`src/rtl/riscv_fetch_buf_pkg.sv`:
```
// Shared defaults and helpers for the instruction-fetch front end (riscv_fetch_buf).
package riscv_fetch_buf_pkg;

    localparam int          FETCH_ADDR_W_DEFAULT = 32;
    localparam int          FETCH_INST_W_DEFAULT = 32;
    localparam int          FETCH_DEPTH_DEFAULT  = 4;
    localparam logic [31:0] RESET_PC_DEFAULT     = 32'h0000_0000;
    localparam int          PC_STEP_DEFAULT      = 4;
    localparam int          PERF_CNT_W           = 32;

    // Counters that must hold the values 0..depth inclusive need one extra bit.
    function automatic int cnt_width(input int depth);
        return $clog2(depth) + 1;
    endfunction

endpackage

```
`src/rtl/riscv_fetch_fifo.sv`:
```
// Show-ahead FIFO used as the fetch buffer: the head entry is visible on rdata
// whenever empty is low. flush clears it and overrides any push or pop in that cycle.
module riscv_fetch_fifo #(
    parameter int WIDTH = 64,
    parameter int DEPTH = 4
) (
    input  logic                    clk,
    input  logic                    rst,
    input  logic                    flush,
    input  logic                    push,
    input  logic                    pop,
    input  logic [WIDTH-1:0]        wdata,
    output logic [WIDTH-1:0]        rdata,
    output logic                    full,
    output logic                    empty,
    output logic [$clog2(DEPTH):0]  count
);

    localparam int PTR_W = $clog2(DEPTH);
    localparam int CNT_W = PTR_W + 1;

    logic [WIDTH-1:0] mem_q [DEPTH];
    logic [PTR_W-1:0] wr_ptr_q, wr_ptr_d;
    logic [PTR_W-1:0] rd_ptr_q, rd_ptr_d;
    logic [CNT_W-1:0] count_q, count_d;
    logic             do_push, do_pop;

    // Pointer and occupancy update; a full buffer still takes a push when it pops.
    always_comb begin
        full     = (count_q == CNT_W'(DEPTH));
        empty    = (count_q == '0);
        do_push  = push && !flush && (!full || pop);
        do_pop   = pop && !flush && !empty;
        wr_ptr_d = wr_ptr_q;
        rd_ptr_d = rd_ptr_q;
        count_d  = count_q;
        if (flush) begin
            wr_ptr_d = '0;
            rd_ptr_d = '0;
            count_d  = '0;
        end else begin
            if (do_push) wr_ptr_d = wr_ptr_q + PTR_W'(1);
            if (do_pop)  rd_ptr_d = rd_ptr_q + PTR_W'(1);
            count_d = count_q + CNT_W'(do_push) - CNT_W'(do_pop);
        end
    end

    // Control state registers.
    always_ff @(posedge clk or negedge rst) begin
        if (!rst) begin
            wr_ptr_q <= '0;
            rd_ptr_q <= '0;
            count_q  <= '0;
        end else begin
            wr_ptr_q <= wr_ptr_d;
            rd_ptr_q <= rd_ptr_d;
            count_q  <= count_d;
        end
    end

    // Storage array; contents are only meaningful under a valid count, so no reset.
    always_ff @(posedge clk) begin
        if (do_push) mem_q[wr_ptr_q] <= wdata;
    end

    assign rdata = mem_q[rd_ptr_q];
    assign count = count_q;

endmodule

```
`src/rtl/riscv_fetch_buf.sv`:
```
// Instruction-fetch front end: issues sequential fetches over a req/gnt + rvalid
// bus, buffers returned instructions with their PCs, and hands them to decode over
// valid/ready. Redirects flush the buffer and discard responses still in flight.
// Optional build macro RISCV_FETCH_PERF_EN adds stall_cnt_o and flush_cnt_o.
module riscv_fetch_buf
    import riscv_fetch_buf_pkg::*;
#(
    parameter int                ADDR_W   = FETCH_ADDR_W_DEFAULT,
    parameter int                INST_W   = FETCH_INST_W_DEFAULT,
    parameter int                DEPTH    = FETCH_DEPTH_DEFAULT,
    parameter logic [ADDR_W-1:0] RESET_PC = ADDR_W'(RESET_PC_DEFAULT),
    parameter int                PC_STEP  = PC_STEP_DEFAULT
) (
    input  logic              clk,
    input  logic              rst,
    output logic              imem_req_o,
    output logic [ADDR_W-1:0] imem_addr_o,
    input  logic              imem_gnt_i,
    input  logic              imem_rvalid_i,
    input  logic [INST_W-1:0] imem_rdata_i,
    input  logic              redirect_i,
    input  logic [ADDR_W-1:0] redirect_pc_i,
    output logic              inst_valid_o,
    output logic [INST_W-1:0] inst_o,
    output logic [ADDR_W-1:0] inst_pc_o,
    input  logic              inst_ready_i
`ifdef RISCV_FETCH_PERF_EN
    ,
    output logic [PERF_CNT_W-1:0] stall_cnt_o,
    output logic [PERF_CNT_W-1:0] flush_cnt_o
`endif
);

    localparam int CNT_W = cnt_width(DEPTH);
    localparam int SUM_W = CNT_W + 1;
    localparam int ENT_W = INST_W + ADDR_W;

    logic [ADDR_W-1:0] fetch_pc_q, fetch_pc_d;
    logic [ADDR_W-1:0] rsp_pc_q, rsp_pc_d;
    logic [CNT_W-1:0]  out_q, out_d;
    logic [CNT_W-1:0]  drop_q, drop_d;
    logic [INST_W-1:0] last_inst_q, last_inst_d;
    logic [ADDR_W-1:0] last_pc_q, last_pc_d;

    logic              issue;
    logic              push;
    logic              pop;
    logic              fifo_full;
    logic              fifo_empty;
    logic [CNT_W-1:0]  fifo_cnt;
    logic [ENT_W-1:0]  fifo_wdata;
    logic [ENT_W-1:0]  fifo_rdata;
    logic [INST_W-1:0] head_inst;
    logic [ADDR_W-1:0] head_pc;

    // Issue gating: buffered plus outstanding may never exceed DEPTH, with no
    // credit for a same-cycle pop; a redirect cycle never requests.
    always_comb begin
        imem_req_o  = rst
                   && (({1'b0, fifo_cnt} + {1'b0, out_q}) < SUM_W'(DEPTH))
                   && !redirect_i;
        imem_addr_o = fetch_pc_q;
        issue       = imem_req_o && imem_gnt_i;
    end

    // Response steering: keep a response only when nothing is left to drop and
    // no redirect is flushing this cycle; a flush also suppresses the pop.
    always_comb begin
        push       = imem_rvalid_i && !redirect_i && (drop_q == '0);
        pop        = inst_valid_o && inst_ready_i && !redirect_i;
        fifo_wdata = {imem_rdata_i, rsp_pc_q};
    end

    // PC, outstanding and drop counters; on redirect everything still in flight
    // after this cycle's traffic becomes a response to discard.
    always_comb begin
        fetch_pc_d = fetch_pc_q;
        rsp_pc_d   = rsp_pc_q;
        drop_d     = drop_q;
        out_d      = out_q + CNT_W'(issue) - CNT_W'(imem_rvalid_i);
        if (redirect_i) begin
            fetch_pc_d = redirect_pc_i;
            rsp_pc_d   = redirect_pc_i;
            drop_d     = out_d;
        end else begin
            if (issue) fetch_pc_d = fetch_pc_q + ADDR_W'(PC_STEP);
            if (imem_rvalid_i) begin
                if (drop_q != '0) drop_d   = drop_q - CNT_W'(1);
                else              rsp_pc_d = rsp_pc_q + ADDR_W'(PC_STEP);
            end
        end
    end

    // Decode-facing head: show the buffer head when valid, otherwise hold the
    // last head that was presented.
    always_comb begin
        {head_inst, head_pc} = fifo_rdata;
        inst_valid_o = !fifo_empty;
        last_inst_d  = last_inst_q;
        last_pc_d    = last_pc_q;
        if (inst_valid_o) begin
            last_inst_d = head_inst;
            last_pc_d   = head_pc;
        end
        inst_o    = inst_valid_o ? head_inst : last_inst_q;
        inst_pc_o = inst_valid_o ? head_pc   : last_pc_q;
    end

    // State registers.
    always_ff @(posedge clk or negedge rst) begin
        if (!rst) begin
            fetch_pc_q  <= RESET_PC;
            rsp_pc_q    <= RESET_PC;
            out_q       <= '0;
            drop_q      <= '0;
            last_inst_q <= '0;
            last_pc_q   <= '0;
        end else begin
            fetch_pc_q  <= fetch_pc_d;
            rsp_pc_q    <= rsp_pc_d;
            out_q       <= out_d;
            drop_q      <= drop_d;
            last_inst_q <= last_inst_d;
            last_pc_q   <= last_pc_d;
        end
    end

    riscv_fetch_fifo #(
        .WIDTH (ENT_W),
        .DEPTH (DEPTH)
    ) u_fifo (
        .clk   (clk),
        .rst   (rst),
        .flush (redirect_i),
        .push  (push),
        .pop   (pop),
        .wdata (fifo_wdata),
        .rdata (fifo_rdata),
        .full  (fifo_full),
        .empty (fifo_empty),
        .count (fifo_cnt)
    );

    // The issue cap makes a push into a full, non-popping buffer impossible.
    a_no_overflow: assert property (@(posedge clk) disable iff (!rst)
        !(push && fifo_full && !pop));

`ifdef RISCV_FETCH_PERF_EN
    logic [PERF_CNT_W-1:0] stall_cnt_q, stall_cnt_d;
    logic [PERF_CNT_W-1:0] flush_cnt_q, flush_cnt_d;

    // Decode-starved cycles and redirect pulses, both wrapping.
    always_comb begin
        stall_cnt_d = stall_cnt_q;
        flush_cnt_d = flush_cnt_q;
        if (inst_ready_i && !inst_valid_o) stall_cnt_d = stall_cnt_q + PERF_CNT_W'(1);
        if (redirect_i)                    flush_cnt_d = flush_cnt_q + PERF_CNT_W'(1);
    end

    // Performance counter registers.
    always_ff @(posedge clk or negedge rst) begin
        if (!rst) begin
            stall_cnt_q <= '0;
            flush_cnt_q <= '0;
        end else begin
            stall_cnt_q <= stall_cnt_d;
            flush_cnt_q <= flush_cnt_d;
        end
    end

    assign stall_cnt_o = stall_cnt_q;
    assign flush_cnt_o = flush_cnt_q;
`endif

endmodule

```
`config.mk`:
```
export PLATFORM = sky130hd
export DESIGN_NAME = riscv_fetch_buf
export DESIGN_NICKNAME = d
export VERILOG_FILES = /design/src/rtl/riscv_fetch_buf_pkg.sv /design/src/rtl/riscv_fetch_fifo.sv /design/src/rtl/riscv_fetch_buf.sv
export SDC_FILE = /design/constraint.sdc
export NUM_CORES = 1
export LEC_CHECK = 0
export ABC_CLOCK_PERIOD_IN_PS = 6020
export CELL_PAD_IN_SITES_DETAIL_PLACEMENT = 1
export CELL_PAD_IN_SITES_GLOBAL_PLACEMENT = 1
export CORE_UTILIZATION = 52
export DETAILED_ROUTE_END_ITERATION = 8
export PLACE_DENSITY_LB_ADDON = 0.1
export RECOVER_POWER = 50
export SLEW_MARGIN = 0
export SYNTH_ARGS = -nofsm -noshare
export SYNTH_HDL_FRONTEND = slang
export SYNTH_SLANG_ARGS = --single-unit
```
`constraint.sdc`:
```
create_clock -name clk -period 6.02 [get_ports clk]
set_input_delay 0.602 -clock clk [delete_from_list [all_inputs] [get_ports clk]]
set_output_delay 0.602 -clock clk [all_outputs]
set_load 0.01 [all_outputs]
```
==> results.yml, run 1 <==
status:
  status: "finished, violations left"
  failing_checks: "capacitance limit, slew limit"
power:
  power.share.sequential_pct: 40.4
  comb_power_share_pct: 30.3
  power.density_nw_per_um2: 455
  worst_ir_drop_vdd_mv: 0.238
  switching_share_pct: 27.9
  share_clk_of_total_power_pct: 29.4
  power_dissipated_by_switching_net_loads_w: 0.00245
  p_int_w: 0.00632
  power.static_leakage_nw: 6.71
die:
  fp.dieW_um: 176
  core_um2: 29800
  floorplan.io_pins: 168
  y_dimension_of_the_die_um: 176
  design.die.area_um2: 31100
  start_util_pct: 53.1
  placement_rows: 63
timing:
  maxSlewHeadroom_pct: -108
  worst_slack_ns: 1.35
  worstMarginPinSlew_ns: 3.12
  setup_viol: 0
  tns_ns: 0
  final-hold-violation-count: 0
  report.final.slew_viol_count: 137
  grt_setup_unrepaired: "no"
  hold_ws_ns: 0.0256
  fmax_ghz: 0.214
  min_period_over_period_pct: 77.6
  final.min_clock_period_ns: 4.67
  fin_worst_skew_ns: 0.0259
cells_and_area:
  area_growth_from_synthesis_to_final_layout_pct: 21.7
  fill_cells: 2606
  num-nets-final: 1190
  finished_layout_cell_area_um2: 19200
  fraction_of_layout_cells_with_a_size_suffix_above_1_pct: 17.3
  finalCoreUtilization_pct: 64.6
cts:
  clock_tree_from_tritoncts: "built"
  cts_resized: 0
  ctsLongestPathBuffers: 3
  numCtsBuffers: 40
  cts_hold_buffers: 0
  post_cts.repair.setup_buffers: 0
  clk_transition_reported_paths_ns: 0.06
  clkLatencyLatePin_ns: 0.53
  root_buffer_selected_by_cts: "clkbuf_16"
  clock_sinks: 397
  h-tree-depth: 2
drt:
  detailedRoute.firstPassIterationCount: 5
  wire_per_inst_um: 23.4
  drt_wl_total_um: 35700
  avgViaCountPerCell: 5.78
  route.detailed.drc: 0
  detailroute.via_count: 8827
  dr.first_iter.drc_count: 519
  route.antenna.remaining_nets: 0
job:
  number_of_max_cap_violations: 3
yosys:
  synth_largest_area_cell: "edfxtp_1"
  leading_register_cell_type_out_of_synthesis: "edfxtp_1"
  syn-mean-instance-area_um2: 17.0
  most_frequent_cells_after_synthesis: "edfxtp_1 (256), dfrtp_1 (141), mux2_2 (69)"
  synth-warning-count: 0
  synthesis.area_um2: 15800
  synth-seq-area-share_pct: 70.9
  synthesis.instances: 928
  postSynth.asyncResetShare_pct: 35.5
  synth.net_count: 1014
  yosys.cell_count.top_type: "edfxtp_1"
  synth_enable_flop_cells: 256
  post_synth_num_cell_types: 53
  synth_top_area_share_pct: 48.6
  yosys_register_bits: 397
  synthTopCellsByArea: "edfxtp_1 (49%), dfrtp_1 (22%), mux4_2 (9.1%)"
critical_path:
  arrival_ns: 4.07
  reg2reg_setup_slack_ns: 2.46
  timing.critical_path.required_ns: 5.42
  crit_path_max_fanout: 37
  timing.critical_path.from_type: "flop"
  worstSetupEndpoint: "inst_pc_o[10]"
  worstSetupEndpointType: "output port"
  crit_start: "u_fifo.count[1]"
  rr_endpoint: "u_fifo.count[2]"
  critical_path.reg2reg.startpoint: "u_fifo.count[1]"
  timing.reg2reg.worst_path_depth: 10
  timing_worst_setup_path_type: "flop to output port"
place:
  hpwl_um: 21600
  place_ws_ns: 2.10
  dpl_cell_area_um2: 17900
  buffers_on_ports: 167
  place.gp.congestion: 0.783
grt:
  grt_first_pass_wirelength_um: 55800
  antenna_found_initial: 0
  global_route.overflow_total: 0
  groute.usage.overall_pct: 23.7
  first_global_vias: 9824
  grt_start_max_net_pins: 74
worst_hold_path:
  hold_class: "input port to asynchronous set/reset pin"
## state kept, by name, summed over array words and instances, names as in the netlist, 3 cells and up
register,flops
drop_q,3
imem_addr_o,32
last_inst_q,32
last_pc_q,32
out_q,3
rsp_pc_q,32
u_fifo.count,3
u_fifo.mem_q,256
## logic make-up (layout without fill, tap and decap cells)
| family | count (synthesis) | in the layout | synth area share [%] |
|---|---|---|---|
| compound gates | 85 | 85 | 3.32 |
| mux | 134 | 134 | 14.1 |
| flops | 397 | 397 | 70.9 |
| other cells | 0 | 1 | 0 |
| simple gates | 192 | 192 | 6.37 |
| xor+xnor | 44 | 44 | 2.44 |
| fa+ha+maj | 16 | 16 | 1.36 |
| buf+inv | 60 | 268 | 1.53 |
## power by group through the flow
stage	Clock (W)	Sequential [W]	Combinational, W
floorplan	0	0.00349	0.00151
global placement	0	0.00356	0.00264
detailed placement	0	0.00359	0.00272
CTS	0.00263	0.00355	0.00275
global route	0.00271	0.00358	0.00285
finish	0.00257	0.00354	0.00265
## critical path, cell delays in order, from the launching register on
cell	delay, ns
dfrtp_1	0.46
or3_1	1.44
buf_4	0.63
mux2_2	0.41
clkdlybuf4s50_1	0.55
## how the worst min path moves through the flow
stage | from | end | slack, ns | cells past startpoint
6_report | rst | last_inst_q[14] | 0.03 | 1
5_1_grt | rst | last_inst_q[14] | 0.06 | 1
4_1_cts | rst | last_inst_q[14] | 0.04 | 1
3_5_place_dp | last_inst_q[20] | last_inst_q[20] | 0.49 | 1
3_3_place_gp | last_inst_q[30] | last_inst_q[30] | 0.48 | 1
2_1_floorplan | rst | drop_q[0] | 0.31 | 0
## layout by cell type, fill, tap and decap left out, types with 14 or more instances in the layout
| cell type | count |
|---|---|
| mux2_2 | 52 |
| clkbuf_1 | 14 |
| xor2_1 | 31 |
| mux4_2 | 64 |
| edfxtp_1 | 256 |
| dlygate4sd3_1 | 49 |
| nand3_1 | 32 |
| nor2_1 | 22 |
| nand4_1 | 24 |
| mux2_1 | 17 |
| o21ai_0 | 43 |
| dfrtp_1 | 139 |
| clkdlybuf4s50_1 | 116 |
| clkbuf_16 | 41 |
| nand2_1 | 58 |
| ha_1 | 14 |
| inv_1 | 17 |
## stage by stage
step                      std cells  total power [W]
after floorplan                 928          0.00500
final                          1527          0.00876
after global placement         1452          0.00620
after detailed placement       1452          0.00631
after CTS                      1526          0.00892
after global routing           1526          0.00914
## routing by layer
layer	global-route usage (%)	part of all wire [%]	up-vias
met5	0	0	-
met4	5.71	1.8	0
met3	4.07	4.5	49
met2	40.6	50	247
met1	31.9	44	4596
li1	-	-	3935
## final cells by class
type                       instances  area (µm²)  area share (%)
multi-input combinational        471        4370            22.7
sequential                       397       11200            58.3
clock inverter                    19         263            1.37
timing repair buffer             175        1720            8.93
clock buffer                      55        1110            5.76
tap                              390         488            2.54
antenna                            1        2.50          0.0130
inverter                          19        71.3           0.371
(Power assumes the default switching activity.)
==> run 2, diff against run 1 <==
- ABC_CLOCK_PERIOD_IN_PS: 6020 -> 4540
- CORE_UTILIZATION: 52 -> 48
- clock period: 6.02 -> 4.54 ns (I/O delays scaled with it)
==> results.yml, run 2 (same netlist as run 1, synthesis figures left out) <==
timing:
  min_period_over_period_pct: 79.1
  maxSlewHeadroom_pct: 6.75
  tns_ns: 0
  final-hold-violation-count: 0
  final.min_clock_period_ns: 3.59
  fin_worst_skew_ns: 0.0105
  fmax_ghz: 0.279
  report.final.slew_viol_count: 0
  setup_viol: 0
  grt_setup_unrepaired: "no"
  worstMarginPinSlew_ns: 1.40
critical_path:
  crit_start: "u_fifo.rd_ptr_q[0]"
  critical_path_buf_inv_count: 2
  cp.depth: 4
  critPathMaxStageDelay_ns: 0.80
  crit_path_max_fanout: 40
  critical_path.cell_chain: "buf_12 -> mux4_2 -> mux2_2 -> clkdlybuf4s50_1"
  arrival_ns: 3.14
  timing_worst_setup_path_type: "flop to output port"
  worstSetupEndpointType: "output port"
  critical_path.reg2reg.startpoint: "out_q[2]"
  timing.critical_path.required_ns: 4.09
  timing.reg2reg.worst_path_depth: 13
  critical-path-slowest-cell: "dfrtp_4"
  timing.critical_path.from_type: "flop"
  critical_path.top_delay_family: "buffers and inverters"
  rr_endpoint: "drop_q[2]"
  reg2reg_setup_slack_ns: 1.43
die:
  fp.dieW_um: 184
  floorplan.io_pins: 168
  y_dimension_of_the_die_um: 184
  core_um2: 32500
  start_util_pct: 48.7
  design.die.area_um2: 33700
  placement_rows: 66
cts:
  clock_sinks: 397
  h-tree-depth: 2
  post_cts.repair.setup_buffers: 0
  clkLatencyLatePin_ns: 0.54
  numCtsBuffers: 43
  clk_transition_reported_paths_ns: 0.06
  root_buffer_selected_by_cts: "clkbuf_16"
  clock_tree_from_tritoncts: "built"
  ctsLongestPathBuffers: 3
  cts_hold_buffers: 1
  cts_resized: 0
drt:
  detailedRoute.firstPassIterationCount: 4
  wire_per_inst_um: 22.0
  drt_wl_total_um: 34900
  detailroute.via_count: 8765
  dr.first_iter.drc_count: 500
  route.detailed.drc: 0
  route.antenna.remaining_nets: 0
  avgViaCountPerCell: 5.51
power:
  switching_share_pct: 27.4
  power.density_nw_per_um2: 595
  power.static_leakage_nw: 6.79
  worst_ir_drop_vdd_mv: 0.285
  power.share.sequential_pct: 40.7
  total_power_w: 0.0116
  share_clk_of_total_power_pct: 29.8
  power_dissipated_by_switching_net_loads_w: 0.00318
  p_int_w: 0.00841
  comb_power_share_pct: 29.5
grt:
  grt_first_pass_wirelength_um: 55100
  use_met3_pct: 3.35
  first_global_vias: 9572
  antenna_found_initial: 0
  global_route.overflow_total: 0
  top_usage_layer: "met2"
  grt_start_max_net_pins: 74
  groute.usage.overall_pct: 21.6
  groute.layer.met2.usage_pct: 36.6
  gr-usage-met1_pct: 29.4
cells_and_area:
  seqCellArea_um2: 11200
  area_growth_from_synthesis_to_final_layout_pct: 23.2
  insertedDiodeCount: 0
  fraction_of_layout_cells_with_a_size_suffix_above_1_pct: 18.3
  final_cells: 1590
  multi_input_logic_area_um2: 4380
  fill_cells: 2931
  layout_common_cells: "edfxtp_1 (256), dfrtp_1 (139), clkdlybuf4s50_1 (120)"
  num-nets-final: 1199
  register_with_the_most_flip_flops: "u_fifo.mem_q"
  final_common_cell: "edfxtp_1"
  finished_layout_cell_area_um2: 19500
  largest_register_ff_count: 256
place:
  buffers_on_ports: 167
  place.gp.congestion: 0.799
  hpwl_um: 22200
  dpl_cell_area_um2: 18100
  place.detailed.instances: 1509
worst_hold_path:
  hold_class: "input port to asynchronous set/reset pin"
job:
  number_of_max_cap_violations: 0
status:
  status: "finished, final reports clean"
[run 2: changes by cell type in the layout (fill, tap and decap cells not counted), moves of 2 or more]
cell / change
buf_12: +6
bufinv_16: -3
clkbuf_1: -2
clkinv_2: +4
clkbuf_8: +5
clkbuf_16: +3
clkdlybuf4s50_1: +4
dlygate4sd3_1: -3
[run 2: cell type report]
type / instances / area share (%)
Clock inverter: 19 / 0.950
Tap cell: 442 / 2.84
Multi-Input combinational cell: 471 / 22.5
Timing Repair Buffer: 181 / 9.45
Clock buffer: 61 / 6.39
Sequential cell: 397 / 57.6
Inverter: 19 / 0.366
[run 2: worst max path at each step]
| stage | end |
|---|---|
| after floorplan | u_fifo.mem_q[0][0] |
| after global placement | inst_pc_o[11] |
| after detailed placement | drop_q[2] |
| after CTS | inst_pc_o[29] |
| after global routing | inst_pc_o[24] |
| final | inst_pc_o[29] |
[run 2: through the flow]
step                      util, %  hold slack [ns]  setup WS [ns]
after floorplan                 -            0.158           1.14
after global placement       55.7            0.411           1.45
after detailed placement     55.7            0.414           1.40
after CTS                    60.1            0.405          0.856
after global routing         60.1            0.427          0.774
final                        60.1            0.402          0.950
[run 2: power by group through the flow]
stage	logic (W)	clock network (W)	registers [W]
2_1_floorplan	0.00200	0	0.00463
3_3_place_gp	0.00347	0	0.00476
3_5_place_dp	0.00351	0	0.00479
4_1_cts	0.00354	0.00354	0.00473
5_1_grt	0.00370	0.00366	0.00479
6_report	0.00342	0.00346	0.00472
[run 2: routing by layer]
metal / wire [µm] / vias up
met5: 0 / -
met4: 592 / 0
met3: 1480 / 47
met2: 17400 / 215
met1: 15400 / 4548
li1: - / 3955
